<file path="src/rtl/addsub_seq.sv">
// addsub_seq: WIDTH-bit add/sub done one nibble per clock on a shared 4-bit slice.
// Optional `ADDSUB_SEQ_ZERO_EN adds a registered all-zero result flag (zero).
module full_add (
  input  logic a_i,
  input  logic b_i,
  input  logic c_i,
  output logic s_o,
  output logic c_o
);
  assign s_o = a_i ^ b_i ^ c_i;
  assign c_o = (a_i & b_i) | (c_i & (a_i ^ b_i));
endmodule

module addsub_seq #(
  parameter int WIDTH = 16
) (
  input  logic             clk,
  input  logic             rst_n,
  input  logic             start,
  input  logic [WIDTH-1:0] a,
  input  logic [WIDTH-1:0] b,
  input  logic             mode,
  output logic [WIDTH-1:0] result,
  output logic             carry_out,
  output logic             overflow,
  output logic             busy,
  output logic             done
`ifdef ADDSUB_SEQ_ZERO_EN
  ,
  output logic             zero
`endif
);
  localparam int NIBBLES = WIDTH / 4;
  localparam int IW = (NIBBLES > 1) ? $clog2(NIBBLES) : 1;

  typedef enum logic [1:0] {
    IDLE = 2'd0,
    RUN  = 2'd1,
    DONE = 2'd2
  } state_t;

  state_t state_q, state_d;
  logic [IW-1:0] idx_q, idx_d;
  logic c_q, c_d;
  logic [WIDTH-1:0] a_q, a_d;
  logic [WIDTH-1:0] b_q, b_d;
  logic m_q, m_d;
  logic [WIDTH-1:0] res_q, res_d;
  logic co_q, co_d;
  logic ov_q, ov_d;
  logic busy_q, busy_d;
  logic done_q, done_d;
`ifdef ADDSUB_SEQ_ZERO_EN
  logic zacc_q, zacc_d;
  logic zero_q, zero_d;
`endif

  logic [3:0] a_nib;
  logic [3:0] b_nib;
  logic [3:0] sum;
  logic [4:0] c;
  logic last;

  assign a_nib = a_q[{idx_q, 2'b00} +: 4];
  assign b_nib = b_q[{idx_q, 2'b00} +: 4] ^ {4{m_q}};
  assign c[0] = c_q;
  assign last = (idx_q == IW'(NIBBLES - 1));

  for (genvar i = 0; i < 4; i++) begin : g_slice
    full_add u_fa (
      .a_i(a_nib[i]),
      .b_i(b_nib[i]),
      .c_i(c[i]),
      .s_o(sum[i]),
      .c_o(c[i+1])
    );
  end

  always_comb begin
    state_d = state_q;
    idx_d   = idx_q;
    c_d     = c_q;
    a_d     = a_q;
    b_d     = b_q;
    m_d     = m_q;
    res_d   = res_q;
    co_d    = co_q;
    ov_d    = ov_q;
    busy_d  = busy_q;
    done_d  = 1'b0;
`ifdef ADDSUB_SEQ_ZERO_EN
    zacc_d  = zacc_q;
    zero_d  = zero_q;
`endif
    unique case (state_q)
      IDLE: begin
        if (start) begin
          a_d     = a;
          b_d     = b;
          m_d     = mode;
          c_d     = mode;
          idx_d   = '0;
          busy_d  = 1'b1;
          state_d = RUN;
`ifdef ADDSUB_SEQ_ZERO_EN
          zacc_d  = 1'b1;
`endif
        end
      end
      RUN: begin
        res_d[{idx_q, 2'b00} +: 4] = sum;
        c_d   = c[4];
        idx_d = idx_q + IW'(1);
`ifdef ADDSUB_SEQ_ZERO_EN
        zacc_d = zacc_q & ~(|sum);
`endif
        if (last) begin
          co_d    = c[4];
          ov_d    = c[3] ^ c[4];
          done_d  = 1'b1;
          idx_d   = '0;
          state_d = DONE;
`ifdef ADDSUB_SEQ_ZERO_EN
          zero_d  = zacc_q & ~(|sum);
`endif
        end
      end
      DONE: begin
        busy_d  = 1'b0;
        state_d = IDLE;
      end
      default: state_d = IDLE;
    endcase
  end

  always_ff @(posedge clk or negedge rst_n) begin
    if (!rst_n) begin
      state_q <= IDLE;
      idx_q   <= '0;
      c_q     <= 1'b0;
      a_q     <= '0;
      b_q     <= '0;
      m_q     <= 1'b0;
      res_q   <= '0;
      co_q    <= 1'b0;
      ov_q    <= 1'b0;
      busy_q  <= 1'b0;
      done_q  <= 1'b0;
`ifdef ADDSUB_SEQ_ZERO_EN
      zacc_q  <= 1'b0;
      zero_q  <= 1'b0;
`endif
    end else begin
      state_q <= state_d;
      idx_q   <= idx_d;
      c_q     <= c_d;
      a_q     <= a_d;
      b_q     <= b_d;
      m_q     <= m_d;
      res_q   <= res_d;
      co_q    <= co_d;
      ov_q    <= ov_d;
      busy_q  <= busy_d;
      done_q  <= done_d;
`ifdef ADDSUB_SEQ_ZERO_EN
      zacc_q  <= zacc_d;
      zero_q  <= zero_d;
`endif
    end
  end

  assign result    = res_q;
  assign carry_out = co_q;
  assign overflow  = ov_q;
  assign busy      = busy_q;
  assign done      = done_q;
`ifdef ADDSUB_SEQ_ZERO_EN
  assign zero      = zero_q;
`endif
endmodule
</file>
<file path="config.mk">
export PLATFORM = sky130hd
export DESIGN_NAME = addsub_seq
export DESIGN_NICKNAME = d
export VERILOG_FILES = /design/src/rtl/addsub_seq.sv
export SDC_FILE = /design/constraint.sdc
export NUM_CORES = 1
export LEC_CHECK = 0
export ABC_AREA = 1
export ABC_CLOCK_PERIOD_IN_PS = 2770
export BUFFER_PORTS_ARGS = -buffer_cell sky130_fd_sc_hd__buf_4
export CORE_MARGIN = 4
export CORE_UTILIZATION = 49
export DETAILED_ROUTE_END_ITERATION = 7
export GPL_TIMING_DRIVEN = 0
export PLACE_DENSITY = 0.75
export SLEW_MARGIN = 20
export SYNTH_ARGS = -nofsm -noshare
export SYNTH_HDL_FRONTEND = slang
export SYNTH_SLANG_ARGS = --single-unit
</file>
<file path="constraint.sdc">
create_clock -name clk -period 2.77 [get_ports clk]
set_input_delay 0.277 -clock clk [delete_from_list [all_inputs] [get_ports clk]]
set_output_delay 0.277 -clock clk [all_outputs]
set_load 0.02 [all_outputs]
</file>
==> results of run 1 <==
[metal layers]
metal / vias up / global-route usage
met5: - / 0
met3: 12 / 0.0556
li1: 1219 / -
met2: 65 / 0.310
met4: 0 / 0.0862
met1: 1098 / 0.258
[state kept, by name, summed over array words and instances (netlist names), 2 cells and up]
name,cells
a_q,16
result,16
b_q,16
idx_q,2
state_q,2
[placed cells by master, fill, tap and decap left out, types with 2 or more instances in the layout]
cell and instances:
nand3_2 2, dfrtp_1 57, o21ai_0 3, nand3_1 27, ha_1 6, nor2_2 3, fa_2 4, nor2_1 11
o21ai_1 18, buf_2 8, buf_6 3, clkbuf_8 11, nand2_1 174, clkinv_2 3, nand2_2 3, inv_1 4
inv_2 7, buf_4 65
[worst paths after layout]
check	end	slack [ns]
worst max-delay path	result[11]	-0.03
worst min-delay path	carry_out	-0.02
worst max register to register	result[11]	-0.03
worst min register to register	b_q[15]	0.48
max in group asynchronous	idx_q[0]	2.25
min in group clk	b_q[12]	0.13
[worst register-to-register path: cells and delay by family (launching register included)]
kind | cells | cell delay (ns)
adder cells (fa/ha/maj) | 4 | 1.45
AND/OR/NAND/NOR | 8 | 0.57
flip-flops | 1 | 0.43
buffers and inverters | 3 | 0.25
[layout make-up]
type                       count  area, sq um
fill                         491         1860
sequential                    58         1450
multi-input combinational    257         1220
timing repair buffer          65          500
clock buffer                  11          151
buffer                        13         96.3
tap                           72         90.1
clock inverter                 5         52.6
inverter                      12         52.6
[power breakdown]
group,switching [mW],internal [mW]
logic,1.56,1.11
clock network,0.328,0.459
registers,0.229,1.22
[cell families (layout without fill, tap and decap cells)]
group / Yosys count / count (layout) / share of synthesized area
AOI/OAI and AO/OA: 25 / 25 / 0.0482
xor gates and xnor gates: 1 / 1 / 0.00318
adders and majority gates: 10 / 10 / 0.0564
buffers and inverters: 26 / 106 / 0.0446
DFF: 58 / 58 / 0.528
and+or+nand+nor: 221 / 221 / 0.320
[timing repair]
action | 4_1_cts | 5_1_grt
pin swaps | 7 | 7
buffers inserted | 9 | 1
hold buffers | 0 | 0
setup endpoints to repair | 7 | 7
gates resized for setup | 18 | 3
==> impl_metrics.csv, run 1 <==
group,metric,value,unit
logic_synthesis,postSynthCellCount,341,
global_route,grt_use_total,0.198,
worst_setup_path,end_kind,"flip-flop",
placed_design,port_buffers,55,
timing,skew,0.00634,ns
worst_setup_path,path_delay_family,"adder cells",
logic_synthesis,synth_ff_type,"dfrtp_1",
cts,clock_latency,0.34,ns
hold_path,hold_class,"in -> async",
routing,finalWirelength,6260,um
cells_and_area,postLayoutCoreUtil,0.660,
logic_synthesis,synth_nets,387,
floorplanning,ios,56,
routing,wl_per_cell,12.7,um
logic_synthesis,ys_seq_area_frac,0.528,
cells_and_area,insertedDiodeCount,0,
global_route,grt_pass1_vias,2322,
logic_synthesis,ys_ff_latch,58,
routing,drt_first_iter_violations,113,
placed_design,pre_cts_slack,-0.318,ns
cts,cts_sinks,58,
routing,wl_met1,2860,um
worst_setup_path,reg2regPathDepth,15,
logic_synthesis,synth_edf_count,0,
placed_design,place_congestion,0.819,
timing,worst_slack,-0.0336,ns
routing,top_layer_used,"met4",
cts,root_buffer,"clkbuf_8",
cells_and_area,fin_area,0.00361,sq mm
worst_setup_path,start_kind,"flip-flop",
floorplanning,core,0.00547,sq mm
worst_setup_path,slowest_stage,"fa_2",
logic_synthesis,yosysMostFrequentCell,"nand2_1",
logic_synthesis,netlist_area,0.00275,sq mm
cells_and_area,final-instance-count-excl-fill,493,
routing,viasPerCell,4.86,
logic_synthesis,syn_avg_cell_area,8.07,sq um
worst_setup_path,path_cells,"inv_2 -> buf_6 -> nand2_2 -> nand3_2 -> nand2_1 -> nand2_1 -> nand2_1 -> fa_2 -> inv_2 -> fa_2 -> fa_2 -> fa_2 -> nor2_2 -> nand3_1 -> nand2_1",
worst_setup_path,worst-path-stages,15,
floorplanning,rows,27,
routing,wl_met3,316,um
floorplanning,initial_utilization,0.503,
status,status,"finished with violations",
cts,clockBufferDepth,2,
power_and_ir_drop,power_density,1360,mW/mm^2
worst_setup_path,crit_path_max_incr_delay,0.56,ns
timing,max_freq,0.357,GHz
logic_synthesis,ys_top_cells_by_area,"dfrtp_1 (53%), nand2_1 (24%), nand3_1 (5.3%)",
power_and_ir_drop,vdd_drop_max,629,uV
logic_synthesis,synth_top_area_share,0.528,
timing,rsz0062_at_grt,"true",
global_route,grt_max_degree,59,
routing,wl_met2,2960,um
cells_and_area,final_nets,462,
worst_setup_path,crit_type,"reg -> reg",
floorplanning,die_area,0.00688,sq mm
placed_design,dp_hpwl,4410,um
logic_synthesis,synth.distinct_cells,19,
worst_setup_path,path_max_fanout,6,
worst_setup_path,startpoint,"idx_q[0]",
floorplanning,fp.dieW,82.9,um
worst_setup_path,crit_required,2.99,ns
routing,ant_nets,0,
timing,setup_tns,-0.0336,ns
worst_setup_path,timing.rr.start,"idx_q[0]",
logic_synthesis,synth_top_area_cell,"dfrtp_1",
global_route,grt_overflow,0,
timing,hold_viol_final,15,
timing,slew_violations,0,
power_and_ir_drop,finalPower,4.90,mW
timing,whs,-0.0190,ns
global_route,grt_pass1_wl,10900,um
routing,firstDrtPassIters,4,
timing,worst_slew_pin_slew,0.717,ns
logic_synthesis,async_flop_share,1.00,
routing,vias,2394,
floorplanning,die_y,82.9,um
cells_and_area,drive_gt1_frac,0.280,
cts,tritoncts,"yes",
placed_design,placed_cells,468,
cells_and_area,area_growth,31.3,%
timing,finalCriticalPeriod,2.80,ns
cts,htreeDepth,3,
global_route,antenna_found_initial,0,
worst_setup_path,worst-endpoint-arrival,3.02,ns
status,violations,"hold timing, setup timing",
timing,min_period_over_period,1.01,
timing,slew_headroom,0.522,
job,drv_cap,0,
logic_synthesis,synth_common_cells,"nand2_1 (176), dfrtp_1 (58), nand3_1 (29)",
timing,finalSetupViolCount,1,
logic_synthesis,ys.warnings.count,0,
cts,cts.clk_slew.worst_paths,0.06,ns
cts,cts-buffers-inserted,9,
worst_setup_path,path_buf_inv,3,
placed_design,place_area,0.00326,sq mm
routing,drc,0,
power_and_ir_drop,leakagePower,1.90,nW
Note: power is estimated with default switching activity, not from simulation.
==> inputs of run 2 (changes only) <==
--- a/config.mk
+++ b/config.mk
@@ -6,13 +6,14 @@
 export NUM_CORES = 1
 export LEC_CHECK = 0
 export ABC_AREA = 1
-export ABC_CLOCK_PERIOD_IN_PS = 2770
+export ABC_CLOCK_PERIOD_IN_PS = 2400
 export BUFFER_PORTS_ARGS = -buffer_cell sky130_fd_sc_hd__buf_4
 export CORE_MARGIN = 4
-export CORE_UTILIZATION = 49
+export CORE_UTILIZATION = 50
+export CTS_BUF_LIST = sky130_fd_sc_hd__clkbuf_8
 export DETAILED_ROUTE_END_ITERATION = 7
 export GPL_TIMING_DRIVEN = 0
-export PLACE_DENSITY = 0.75
+export PLACE_DENSITY = 0.77
 export SLEW_MARGIN = 20
 export SYNTH_ARGS = -nofsm -noshare
 export SYNTH_HDL_FRONTEND = slang
==> constraint.sdc (replaced) <==
create_clock -name clk -period 2.4 [get_ports clk]
set_input_delay 0.24 -clock clk [delete_from_list [all_inputs] [get_ports clk]]
set_output_delay 0.24 -clock clk [all_outputs]
set_load 0.02 [all_outputs]
==> run 2 against run 1 <==
Largest power group unchanged. The flow finishes with violations (setup timing). Routed wire length shrank 0.42%. Largest cell class unchanged. Maximum frequency rose by 0.20%. Global-route usage rose by 1.5 points. Combinational power is 23% higher. Hold slack improved by 0.12 ns. Critical path depth rose by 1. First-iteration DRC count grew 4.4%. Clock power rose by 17%. Sequential share of layout area down 0.57 points. Sequential power is 14% higher. Total power up 19%. Via count increased by 1.6%.
==> impl_metrics.csv, run 2 (synthesized netlist as in run 1, its figures left out) <==
group,metric,value,unit
status,status,"finished with violations",
status,violations,"setup timing",
worst_setup_path,end_kind,"flip-flop",
global_route,grt_max_degree,59,
cts,tritoncts,"yes",
placed_design,place_congestion,0.819,
worst_setup_path,crit_type,"reg -> reg",
timing,worst_slack,-0.398,ns
global_route,antenna_found_initial,0,
cts,clock_latency,0.34,ns
hold_path,hold_depth,3,
cells_and_area,layout_commonest_cell,"nand2_1",
worst_setup_path,start_kind,"flip-flop",
timing,max_freq,0.357,GHz
cells_and_area,drive_gt1_frac,0.291,
placed_design,port_buffers,55,
timing,min_period_over_period,1.17,
cts,clockBufferDepth,2,
cts,htreeDepth,3,
worst_setup_path,crit_required,2.67,ns
global_route,grt_pass1_wl,10700,um
routing,drc,0,
timing,hold_viol_final,0,
floorplanning,die_area,0.00675,sq mm
routing,ant_nets,0,
hold_path,hold_class,"in -> reg",
timing,slew_violations,0,
timing,slew_headroom,0.520,
timing,finalSetupViolCount,11,
global_route,grt_pass1_vias,2431,
routing,firstDrtPassIters,5,
cts,cts-buffers-inserted,9,
floorplanning,core,0.00520,sq mm
cts,root_buffer,"clkbuf_8",
global_route,grt_overflow,0,
timing,skew,0.00416,ns
floorplanning,die_y,82.2,um
worst_setup_path,r2r-end,"result[7]",
cells_and_area,insertedDiodeCount,0,
cells_and_area,layout_common_cells,"nand2_1 (173), buf_4 (68), dfrtp_1 (58)",
power_and_ir_drop,power_density,1600,mW/mm^2
power_and_ir_drop,leakagePower,1.92,nW
cells_and_area,final_nets,465,
routing,wl_per_cell,12.6,um
placed_design,dp_hpwl,4400,um
routing,finalWirelength,6230,um
timing,finalCriticalPeriod,2.80,ns
timing,worst_slew_pin_slew,0.720,ns
cells_and_area,area_growth,33.1,%
worst_setup_path,timing.rr.start,"idx_q[0]",
cells_and_area,postLayoutCoreUtil,0.703,
worst_setup_path,reg2regPathDepth,16,
worst_setup_path,r2r_setup_slack,-0.40,ns
routing,drt_first_iter_violations,118,
power_and_ir_drop,vdd_drop_max,851,uV
timing,rsz0062_at_grt,"true",
job,drv_cap,0,
timing,setup_tns,-2.52,ns
worst_setup_path,worst-endpoint-arrival,3.07,ns
global_route,grt_use_total,0.213,
floorplanning,ios,56,
cts,cts.clk_slew.worst_paths,0.06,ns
routing,viasPerCell,4.94,
worst_setup_path,path_max_fanout,6,
floorplanning,initial_utilization,0.529,
hold_path,whs_endpoint,"a_q[14]",
cts,cts_sinks,58,
hold_path,hold_start,"a[14]",
floorplanning,fp.dieW,82.2,um
routing,vias,2433,
floorplanning,rows,26,
-- run 2: cell types whose count changed in the layout (fill, tap and decap cells not counted), sizes merged --
cell,change
dlygate4sd3,+1
buf,+2
inv,+1
clkbuf,+1
clkinvlp,-1
clkinv,-2
-- run 2: power by group --
group	leakage [nW]	internal (mW)	switching (mW)
logic	1.07	1.36	1.90
clock network	0.110	0.553	0.365
registers	0.739	1.41	0.257
-- run 2: worst max-delay path by stage --
stage | start | to | slack [ns] | cells after the start
after detailed placement | idx_q[0] | result[7] | -0.56 | 12
after global routing | idx_q[0] | result[7] | -0.54 | 15
after floorplan | idx_q[0] | result[7] | -0.32 | 13
after CTS | idx_q[0] | result[7] | -0.40 | 15
final | idx_q[0] | result[7] | -0.40 | 16
after global placement | idx_q[1] | result[7] | -0.51 | 12
-- run 2: routing by layer --
layer	GRT usage	wire length [um]
met4	0.0897	84
met5	0	0
met3	0.0618	388
met2	0.343	3020
met1	0.268	2750
-- run 2: worst max-delay path: stages, from the launching register on --
cell	delay, ns
dfrtp_1	0.37
buf_6	0.14
inv_4	0.04
buf_6	0.12
nand2_2	0.05
nand3_2	0.07
nand2_1	0.06
nand2_1	0.04
nand2_1	0.07
fa_2	0.19
inv_2	0.04
fa_2	0.33
fa_2	0.36
fa_2	0.47
nor2_4	0.15
nand3_2	0.08
o21ai_1	0.12
-- run 2: repair_timing --
action                                 4_1_cts  5_1_grt
cloned                                       0        0
pin swaps                                    5        2
endpoints found under the hold margin       58        0
hold buffers                                 1        0
setup endpoints to repair                   13       14
resized for setup                           17        6
setup buffers                               10        1
-- run 2: layout make-up --
cell class	instances	area (sq um)
clock buffer	12	165
tap	70	87.6
buffer	14	114
multi-input combinational	257	1240
clock inverter	3	38.8
inverter	12	55.1
timing repair buffer	67	505
sequential	58	1450
fill	433	1540
-- run 2: stage by stage --
stage | hold WS, ns | cells | power [mW] | cell area (sq um) | setup slack [ns]
after CTS | 0.0895 | 492 | 5.70 | 3630 | -0.397
after detailed placement | 0.341 | 466 | 4.48 | 3290 | -0.557
final | 0.0964 | 493 | 5.84 | 3660 | -0.398
after global placement | 0.341 | 466 | 4.41 | 3290 | -0.515
after global routing | 0.0860 | 493 | 6.37 | 3660 | -0.536
after floorplan | -0.0556 | 341 | 3.66 | 2790 | -0.318
